==> src/rtl/collision_event_queue.sv <==
// collision_event_queue
//   Detects ball-ball, ball-wall and ball-hole overlaps from per-pixel draw
//   requests, de-duplicates them once per frame, and queues each distinct
//   event in a show-ahead FIFO drained via a valid/ready handshake. It also
//   tracks which balls are still on the table; pocketed balls are masked
//   from all further detection.
//
//   Optional build macro: COLLISION_TIMESTAMP_EN adds an 8-bit frame counter
//   stored with each FIFO entry and presented on evt_frame.
//
// Ports
//   clk, resetN        clock, asynchronous active-low reset
//   startOfFrame       frame pulse: clears seen-bits and overflow
//   rack_reset         new game: flush FIFO, restore all balls, clear state
//   Balls_DR_VEC       per-ball draw request for the current pixel
//   Table_DR           wall code (00 = no wall)
//   Hole_DR, Hole_ID   hole draw request and hole index
//   evt_valid/ready    FIFO head handshake
//   evt_type           01 ball-ball, 10 ball-wall, 11 ball-hole
//   evt_id_a/_b        lower/higher ball index (b only for ball-ball)
//   evt_aux            wall code or hole index
//   evt_frame          frame counter at push time (timestamp build only)
//   balls_in_game      1 = ball still on the table
//   overflow           sticky: an event was dropped this frame
//   collision          combinational: any masked collision on this pixel
module collision_event_queue #(
  parameter int unsigned NUM_BALLS  = 16,
  parameter int unsigned FIFO_DEPTH = 8,
  localparam int unsigned ID_W      = $clog2(NUM_BALLS)
) (
  input  logic                 clk,
  input  logic                 resetN,
  input  logic                 startOfFrame,
  input  logic                 rack_reset,
  input  logic [NUM_BALLS-1:0] Balls_DR_VEC,
  input  logic [1:0]           Table_DR,
  input  logic                 Hole_DR,
  input  logic [2:0]           Hole_ID,
  output logic                 evt_valid,
  input  logic                 evt_ready,
  output logic [1:0]           evt_type,
  output logic [ID_W-1:0]      evt_id_a,
  output logic [ID_W-1:0]      evt_id_b,
  output logic [2:0]           evt_aux,
`ifdef COLLISION_TIMESTAMP_EN
  output logic [7:0]           evt_frame,
`endif
  output logic [NUM_BALLS-1:0] balls_in_game,
  output logic                 overflow,
  output logic                 collision
);

  localparam int unsigned PAIRS   = NUM_BALLS * (NUM_BALLS - 1) / 2;
  localparam int unsigned PAIR_IW = $clog2(PAIRS);
  localparam int unsigned PTR_W   = $clog2(FIFO_DEPTH);
  localparam int unsigned CNT_W   = PTR_W + 1;

  localparam logic [1:0] EVT_BB   = 2'b01;
  localparam logic [1:0] EVT_WALL = 2'b10;
  localparam logic [1:0] EVT_HOLE = 2'b11;

  typedef struct packed {
    logic [1:0]      etype;
    logic [ID_W-1:0] id_a;
    logic [ID_W-1:0] id_b;
    logic [2:0]      aux;
  } evt_t;

  typedef struct packed {
`ifdef COLLISION_TIMESTAMP_EN
    logic [7:0] frame;
`endif
    evt_t       ev;
  } entry_t;

  // Detection
  logic [NUM_BALLS-1:0] act;
  logic                 found_a;
  logic                 found_b;
  logic [ID_W-1:0]      idx_a;
  logic [ID_W-1:0]      idx_b;
  logic [PAIR_IW-1:0]   pair_idx;

  // Seen-bits
  logic [NUM_BALLS-1:0] hole_seen, hole_seen_n, hole_base;
  logic [NUM_BALLS-1:0] wall_seen, wall_seen_n, wall_base;
  logic [PAIRS-1:0]     pair_seen, pair_seen_n, pair_base;

  // Candidate and stage 1
  evt_t cand;
  logic cand_any;
  logic cand_hit;
  logic cand_push;
  logic s1_valid, s1_valid_n;
  evt_t s1_evt, s1_evt_n;

  // FIFO
  entry_t             mem [FIFO_DEPTH];
  entry_t             head_q, head_n;
  entry_t             push_entry;
  logic [PTR_W-1:0]   wr_ptr, wr_ptr_n;
  logic [PTR_W-1:0]   rd_ptr, rd_ptr_n;
  logic [PTR_W-1:0]   rd_ptr_inc;
  logic [CNT_W-1:0]   count, count_n;
  logic               valid_n;
  logic               pop;
  logic               full;
  logic               push_ok;
  logic               drop;
  logic               wr_en;

  logic [NUM_BALLS-1:0] balls_n;
  logic                 overflow_n;

`ifdef COLLISION_TIMESTAMP_EN
  logic [7:0] frame_cnt, frame_cnt_n;
`endif

  // Lowest and second-lowest in-game ball on this pixel
  always_comb begin
    act     = Balls_DR_VEC & balls_in_game;
    found_a = 1'b0;
    found_b = 1'b0;
    idx_a   = '0;
    idx_b   = '0;
    for (int unsigned i = 0; i < NUM_BALLS; i++) begin
      if (act[i]) begin
        if (!found_a) begin
          found_a = 1'b1;
          idx_a   = ID_W'(i);
        end else if (!found_b) begin
          found_b = 1'b1;
          idx_b   = ID_W'(i);
        end
      end
    end
  end

  // Row-major index of (a,b), a<b, in the upper triangle of the pair matrix
  always_comb begin
    pair_idx = '0;
    if (found_b) begin
      pair_idx = PAIR_IW'(((32'(idx_a) * (2 * NUM_BALLS - 32'(idx_a) - 32'd1)) >> 1)
                          + 32'(idx_b) - 32'(idx_a) - 32'd1);
    end
  end

  assign collision = (found_a && (Hole_DR || (Table_DR != 2'b00))) || found_b;

  // A frame start clears the seen-bits before this pixel's candidate is checked
  assign hole_base = startOfFrame ? '0 : hole_seen;
  assign wall_base = startOfFrame ? '0 : wall_seen;
  assign pair_base = startOfFrame ? '0 : pair_seen;

  // Candidate selection (hole > ball-ball > wall), de-dup and seen-bit update
  always_comb begin
    cand        = '0;
    cand_any    = 1'b0;
    cand_hit    = 1'b0;
    hole_seen_n = hole_base;
    wall_seen_n = wall_base;
    pair_seen_n = pair_base;
    if (Hole_DR && found_a) begin
      cand_any   = 1'b1;
      cand.etype = EVT_HOLE;
      cand.id_a  = idx_a;
      cand.aux   = Hole_ID;
      cand_hit   = hole_base[idx_a];
    end else if (found_b) begin
      cand_any   = 1'b1;
      cand.etype = EVT_BB;
      cand.id_a  = idx_a;
      cand.id_b  = idx_b;
      cand_hit   = pair_base[pair_idx];
    end else if ((Table_DR != 2'b00) && found_a) begin
      cand_any   = 1'b1;
      cand.etype = EVT_WALL;
      cand.id_a  = idx_a;
      cand.aux   = {1'b0, Table_DR};
      cand_hit   = wall_base[idx_a];
    end
    cand_push = cand_any && !cand_hit;
    if (cand_push) begin
      case (cand.etype)
        EVT_HOLE: hole_seen_n[idx_a]    = 1'b1;
        EVT_BB:   pair_seen_n[pair_idx] = 1'b1;
        default:  wall_seen_n[idx_a]    = 1'b1;
      endcase
    end
    if (rack_reset) begin
      hole_seen_n = '0;
      wall_seen_n = '0;
      pair_seen_n = '0;
    end
    s1_valid_n = cand_push && !rack_reset;
    s1_evt_n   = cand;
  end

  // FIFO control, registered show-ahead head, pocketing and overflow
  always_comb begin
    pop        = evt_valid && evt_ready;
    full       = (count == CNT_W'(FIFO_DEPTH));
    push_ok    = s1_valid && (!full || pop);
    drop       = s1_valid && full && !pop;
    wr_en      = push_ok && !rack_reset;
    rd_ptr_inc = rd_ptr + PTR_W'(1);
    push_entry = '0;
    push_entry.ev = s1_evt;
`ifdef COLLISION_TIMESTAMP_EN
    push_entry.frame = frame_cnt;
`endif
    wr_ptr_n   = wr_ptr;
    rd_ptr_n   = rd_ptr;
    count_n    = count;
    head_n     = head_q;
    valid_n    = evt_valid;
    balls_n    = balls_in_game;
    overflow_n = (startOfFrame ? 1'b0 : overflow) | drop;

    if (rack_reset) begin
      wr_ptr_n   = '0;
      rd_ptr_n   = '0;
      count_n    = '0;
      head_n     = '0;
      valid_n    = 1'b0;
      balls_n    = '1;
      overflow_n = 1'b0;
    end else begin
      if (push_ok) wr_ptr_n = wr_ptr + PTR_W'(1);
      if (pop)     rd_ptr_n = rd_ptr_inc;
      count_n = count + CNT_W'(push_ok) - CNT_W'(pop);
      if (pop) begin
        if (count > CNT_W'(1)) begin
          head_n  = mem[rd_ptr_inc];
          valid_n = 1'b1;
        end else if (push_ok) begin
          head_n  = push_entry;
          valid_n = 1'b1;
        end else begin
          head_n  = '0;
          valid_n = 1'b0;
        end
      end else if (push_ok && (count == '0)) begin
        head_n  = push_entry;
        valid_n = 1'b1;
      end
      // A hole event pockets its ball even if the push itself is dropped
      if (s1_valid && (s1_evt.etype == EVT_HOLE)) balls_n[s1_evt.id_a] = 1'b0;
    end
  end

`ifdef COLLISION_TIMESTAMP_EN
  always_comb begin
    frame_cnt_n = frame_cnt;
    if (rack_reset)        frame_cnt_n = '0;
    else if (startOfFrame) frame_cnt_n = frame_cnt + 8'd1;
  end

  always_ff @(posedge clk or negedge resetN) begin
    if (!resetN) frame_cnt <= '0;
    else         frame_cnt <= frame_cnt_n;
  end

  assign evt_frame = head_q.frame;
`endif

  // State registers
  always_ff @(posedge clk or negedge resetN) begin
    if (!resetN) begin
      hole_seen     <= '0;
      wall_seen     <= '0;
      pair_seen     <= '0;
      s1_valid      <= 1'b0;
      s1_evt        <= '0;
      wr_ptr        <= '0;
      rd_ptr        <= '0;
      count         <= '0;
      head_q        <= '0;
      evt_valid     <= 1'b0;
      balls_in_game <= '1;
      overflow      <= 1'b0;
    end else begin
      hole_seen     <= hole_seen_n;
      wall_seen     <= wall_seen_n;
      pair_seen     <= pair_seen_n;
      s1_valid      <= s1_valid_n;
      s1_evt        <= s1_evt_n;
      wr_ptr        <= wr_ptr_n;
      rd_ptr        <= rd_ptr_n;
      count         <= count_n;
      head_q        <= head_n;
      evt_valid     <= valid_n;
      balls_in_game <= balls_n;
      overflow      <= overflow_n;
    end
  end

  // FIFO storage
  always_ff @(posedge clk or negedge resetN) begin
    if (!resetN) begin
      for (int unsigned i = 0; i < FIFO_DEPTH; i++) mem[i] <= '0;
    end else if (wr_en) begin
      mem[wr_ptr] <= push_entry;
    end
  end

  assign evt_type = head_q.ev.etype;
  assign evt_id_a = head_q.ev.id_a;
  assign evt_id_b = head_q.ev.id_b;
  assign evt_aux  = head_q.ev.aux;

endmodule

==> config.mk <==
export PLATFORM = sky130hd
export DESIGN_NAME = collision_event_queue
export DESIGN_NICKNAME = d
export VERILOG_FILES = /design/src/rtl/collision_event_queue.sv
export SDC_FILE = /design/constraint.sdc
export NUM_CORES = 1
export LEC_CHECK = 0
export ABC_AREA = 1
export CAP_MARGIN = 0
export CELL_PAD_IN_SITES_DETAIL_PLACEMENT = 1
export CELL_PAD_IN_SITES_GLOBAL_PLACEMENT = 1
export CORE_MARGIN = 5
export CORE_UTILIZATION = 50
export CTS_CLUSTER_DIAMETER = 30
export DETAILED_ROUTE_END_ITERATION = 10
export PLACE_DENSITY_LB_ADDON = 0.1
export SLEW_MARGIN = 20
export SYNTH_ARGS = -nofsm -noshare
export SYNTH_HDL_FRONTEND = slang
export SYNTH_SLANG_ARGS = --single-unit
==> constraint.sdc <==
create_clock -name clk -period 10.25 [get_ports clk]
set_input_delay 1.025 -clock clk [delete_from_list [all_inputs] [get_ports clk]]
set_output_delay 1.025 -clock clk [all_outputs]
set_load 0.02 [all_outputs]
==> run summary <==
## Finish
* **most frequent cells in the layout** sky130_fd_sc_hd__nand2_1, sky130_fd_sc_hd__dfrtp_1, sky130_fd_sc_hd__nor2_1
* **total inserted antenna cells** 0
* **post-route core utilization** 60.5%
* **area grow syn2layout** 19.9%
* **leading cell type in the layout, fill and taps excluded** sky130_fd_sc_hd__nand2_1
* **net total in the final layout** 2,433
* **design area** 21,400 µm²
* **share of final-layout standard cells stronger than drive strength 1** 9.46%

## Route
* **detailed-route wire length** 65,600 µm
* **post-route ant nets** 0
* **post-detailed-route DRC marker count** 0
* **Iteration-0 DRC Markers** 1,355
* **Pre-antenna DRT Iters** 6
* **average wire per standard cell** 22.8 µm
* **drt via density** 6.10
* **via count of the routed design** 17,585

## Power and ir drop
* **Total Power** 7160 µW
* **leakage power of the design** 0.0100 µW
* **areal power density over the cells** 334 nW/µm²
* **Worst VDD drop** 0.000304 V

## Timing
* **headroom to the max-slew limit** 28.2%
* **final setup violation count** 0
* **max-slew violations** 0
* **RSZ-0062 raised after global routing** no
* **final critical-path share of the clock period** 84.7%
* **Fmax** 0.115 GHz
* **Least-Margin Pin Slew** 1.07 ns
* **count of endpoints failing hold in the final timing report** 0
* **Fin Clk Skew** 0.0282 ns
* **Sum Neg Setup Slack** 0 ns
* **min Tclk post-route** 8.68 ns

## Setup path
* **CP arrival** 9.18 ns
* **slack of the worst reg-to-reg path** 2.01 ns
* **CP required** 10.75 ns
* **Crit path buffers/inverters** 6
* **slowest cell on the critical path** sky130_fd_sc_hd__a21oi_1
* **kind of cell with the highest combined delay on the critical path** adder cells
* **Worst Setup Path Type** input port to flip-flop
* **longest individual stage delay on the worst path** 0.68 ns
* **Critical Path Source Type** input port
* **biggest fanout along the worst timing path** 34
* **worst r2r src** balls_in_game[0]$_DFFE_PN1P_
* **worst r2r path cells** 31
* **r2r endpoint** pair_seen[109]$_DFF_PN0_
* **Worst Setup End Kind** flip-flop
* **Most common cell on crit path** sky130_fd_sc_hd__ha_1

## Global route
* **first-pass GRT wire length** 105,000 µm
* **number of global-route vias before repair** 19,076
* **overall fraction of global-route tracks in use** 33.2%
* **GRT overflow** 0
* **maximum number of pins on one net before global-route repair** 122
* **initial antenna violation count** 0

## Yosys
* **proportion of synthesized chip area in sequential cells** 43.7%
* **adder and majority gate portion of the synthesized area** 3.78%
* **warnings from Yosys** 0
* **Gate Count Post-Synth** 2,338
* **cell type with the highest aggregate area in the netlist** sky130_fd_sc_hd__dfrtp_1
* **synthesized flop and latch total** 311
* **basic-gate share of the synthesized area counting and, or, nand and nor cells** 27.4%
* **dominant cells by area after synthesis** sky130_fd_sc_hd__dfrtp_1, sky130_fd_sc_hd__nand2_1, sky130_fd_sc_hd__nand3_1
* **Synth top area share** 41.3%
* **area fraction in compound gates after synthesis** 16.2%
* **largest family of logic cells by synthesized area** simple AND/OR/NAND/NOR gates
* **parity-gate share of the synthesized area counting xor and xnor cells** 0.539%
* **Syn Std Cell Area** 17,900 µm²
* **multiplexer fraction of the synthesized cell area** 0%
* **number of different library cells in the post-synthesis netlist** 54
* **Syn Area/Cell** 7.64 µm²

## CTS
* **Clock Root Buffer** sky130_fd_sc_hd__clkbuf_16
* **CTS H-tree depth** 3
* **count of hold buffers inserted by post-cts repair** 0
* **Clock Latency Late Sink** 0.62 ns
* **post-CTS resize count** 0
* **number of clock buffers inserted by TritonCTS** 77
* **post-CTS clock slew at the launch and capture registers of the worst setup and hold paths** 0.04 ns
* **Num Clock Sinks** 311
* **TritonCTS clock tree** built
* **Max Root-Sink Buffers** 3
* **number of setup buffers added after CTS** 0

## Place
* **cell area after placement** 18,600 µm²
* **count of port buffers added during placement** 58
* **DP HPWL** 37,400 µm
* **routability-driven placement congestion ratio** 0.857

## Floorplan
* **count of pins on the block boundary** 59
* **Total Die Area** 39,600 µm²
* **chip height** 199 µm
* **floorplan core area** 35,400 µm²
* **die width** 199 µm
* **number of rows in the core area** 69
* **starting density of the core** 50.5%

## Min path
* **worst min-delay path startpoint** mem[6]$_DFFE_PN0P_
* **HP Class** flip-flop to flip-flop
* **Hold Crit Endpoint** mem[6]$_DFFE_PN0P_
* **number of cells on the worst hold path** 2

## Status
* **run status** finished clean

## Job
* **max-capacitance violation count** 0

[synth_stat cells, drive strengths merged]
cell type / instances
nand2: 564
dfrtp: 295
nor2: 248
nand3: 235
inv: 214
o21ai: 188
a21oi: 123
clkbuf: 104
nand4: 71
o31a: 61
o21a: 57
buf: 41
ha: 38
o211ai: 17
dfstp: 16
fa: 10
xnor2: 9
a22o: 6
nor3: 6
o31ai: 6
clkinv: 4
a21o: 3
a211oi: 2
a31oi: 2
conb: 2
nand3b: 2
o2111ai: 2
o22ai: 2
xor2: 2
a21boi: 1
a32o: 1
and2: 1
nor4: 1
o32a: 1
o32ai: 1
o41ai: 1
or3: 1
[state kept, by name, indices dropped and copies added (netlist names), 2 cells and up]
name / flops
balls_in_game: 16
count: 4
wall_seen: 16
evt_aux: 3
mem: 104
evt_type: 2
evt_id_a: 4
hole_seen: 16
push_entry: 13
pair_seen: 120
evt_id_b: 4
rd_ptr: 3
wr_ptr: 3
[kinds of logic after synthesis]
logic type / after synthesis
xor gates and xnor gates: 11
and+or+nand+nor: 1129
AOI/OAI and AO/OA: 474
buffers and inverters: 363
other: 2
DFF: 311
adders and majority gates: 48
[through the flow]
| stage | hold WS, ns | setup slack [ns] | cells |
|---|---|---|---|
| finish | 0.478 | 1.57 | 2881 |
| global route | 0.505 | 1.06 | 2881 |
| floorplan | 0.448 | 2.80 | 2339 |
| global placement | 0.460 | 1.39 | 2740 |
| CTS | 0.482 | 1.59 | 2881 |
| detailed placement | 0.471 | 1.04 | 2740 |
[area by class of cell]
type	instances	area, µm²
tap	461	577
sequential	311	7800
inverter	218	826
clock buffer	110	2250
clock inverter	31	563
timing repair buffer	85	786
multi-input combinational	1665	8610
fill	4279	14000
[report_power, final]
group	switching (µW)	internal (µW)
clock	798	1850
sequential	99.8	1410
combinational	2260	737
total	3160	4000
[per-layer routing]
metal	wire [µm]	track usage [%]
met1	25800	40.5
met2	32900	56.8
met3	3990	6.50
met4	2970	15.8
met5	0	0
[worst register-to-register path: cells and delay by family (launching register included)]
family / cells / cell delay (ns)
simple gates: 11 / 1.77
fa+ha+maj: 7 / 2.69
flops: 1 / 0.38
xor+xnor: 3 / 0.62
compound gates: 5 / 1.61
buf+inv: 5 / 1.08
[worst max path at each step]
stage	depth (start not counted)	start	slack (ns)	to
finish	32	Balls_DR_VEC[0]	1.57	pair_seen[109]$_DFF_PN0_
CTS	32	Balls_DR_VEC[0]	1.59	pair_seen[109]$_DFF_PN0_
detailed placement	32	Balls_DR_VEC[0]	1.04	pair_seen[109]$_DFF_PN0_
global route	31	Balls_DR_VEC[0]	1.06	pair_seen[104]$_DFF_PN0_
floorplan	40	Balls_DR_VEC[0]	2.80	pair_seen[100]$_DFF_PN0_
global placement	32	Balls_DR_VEC[0]	1.39	pair_seen[118]$_DFF_PN0_
(Power assumes the default switching activity.)
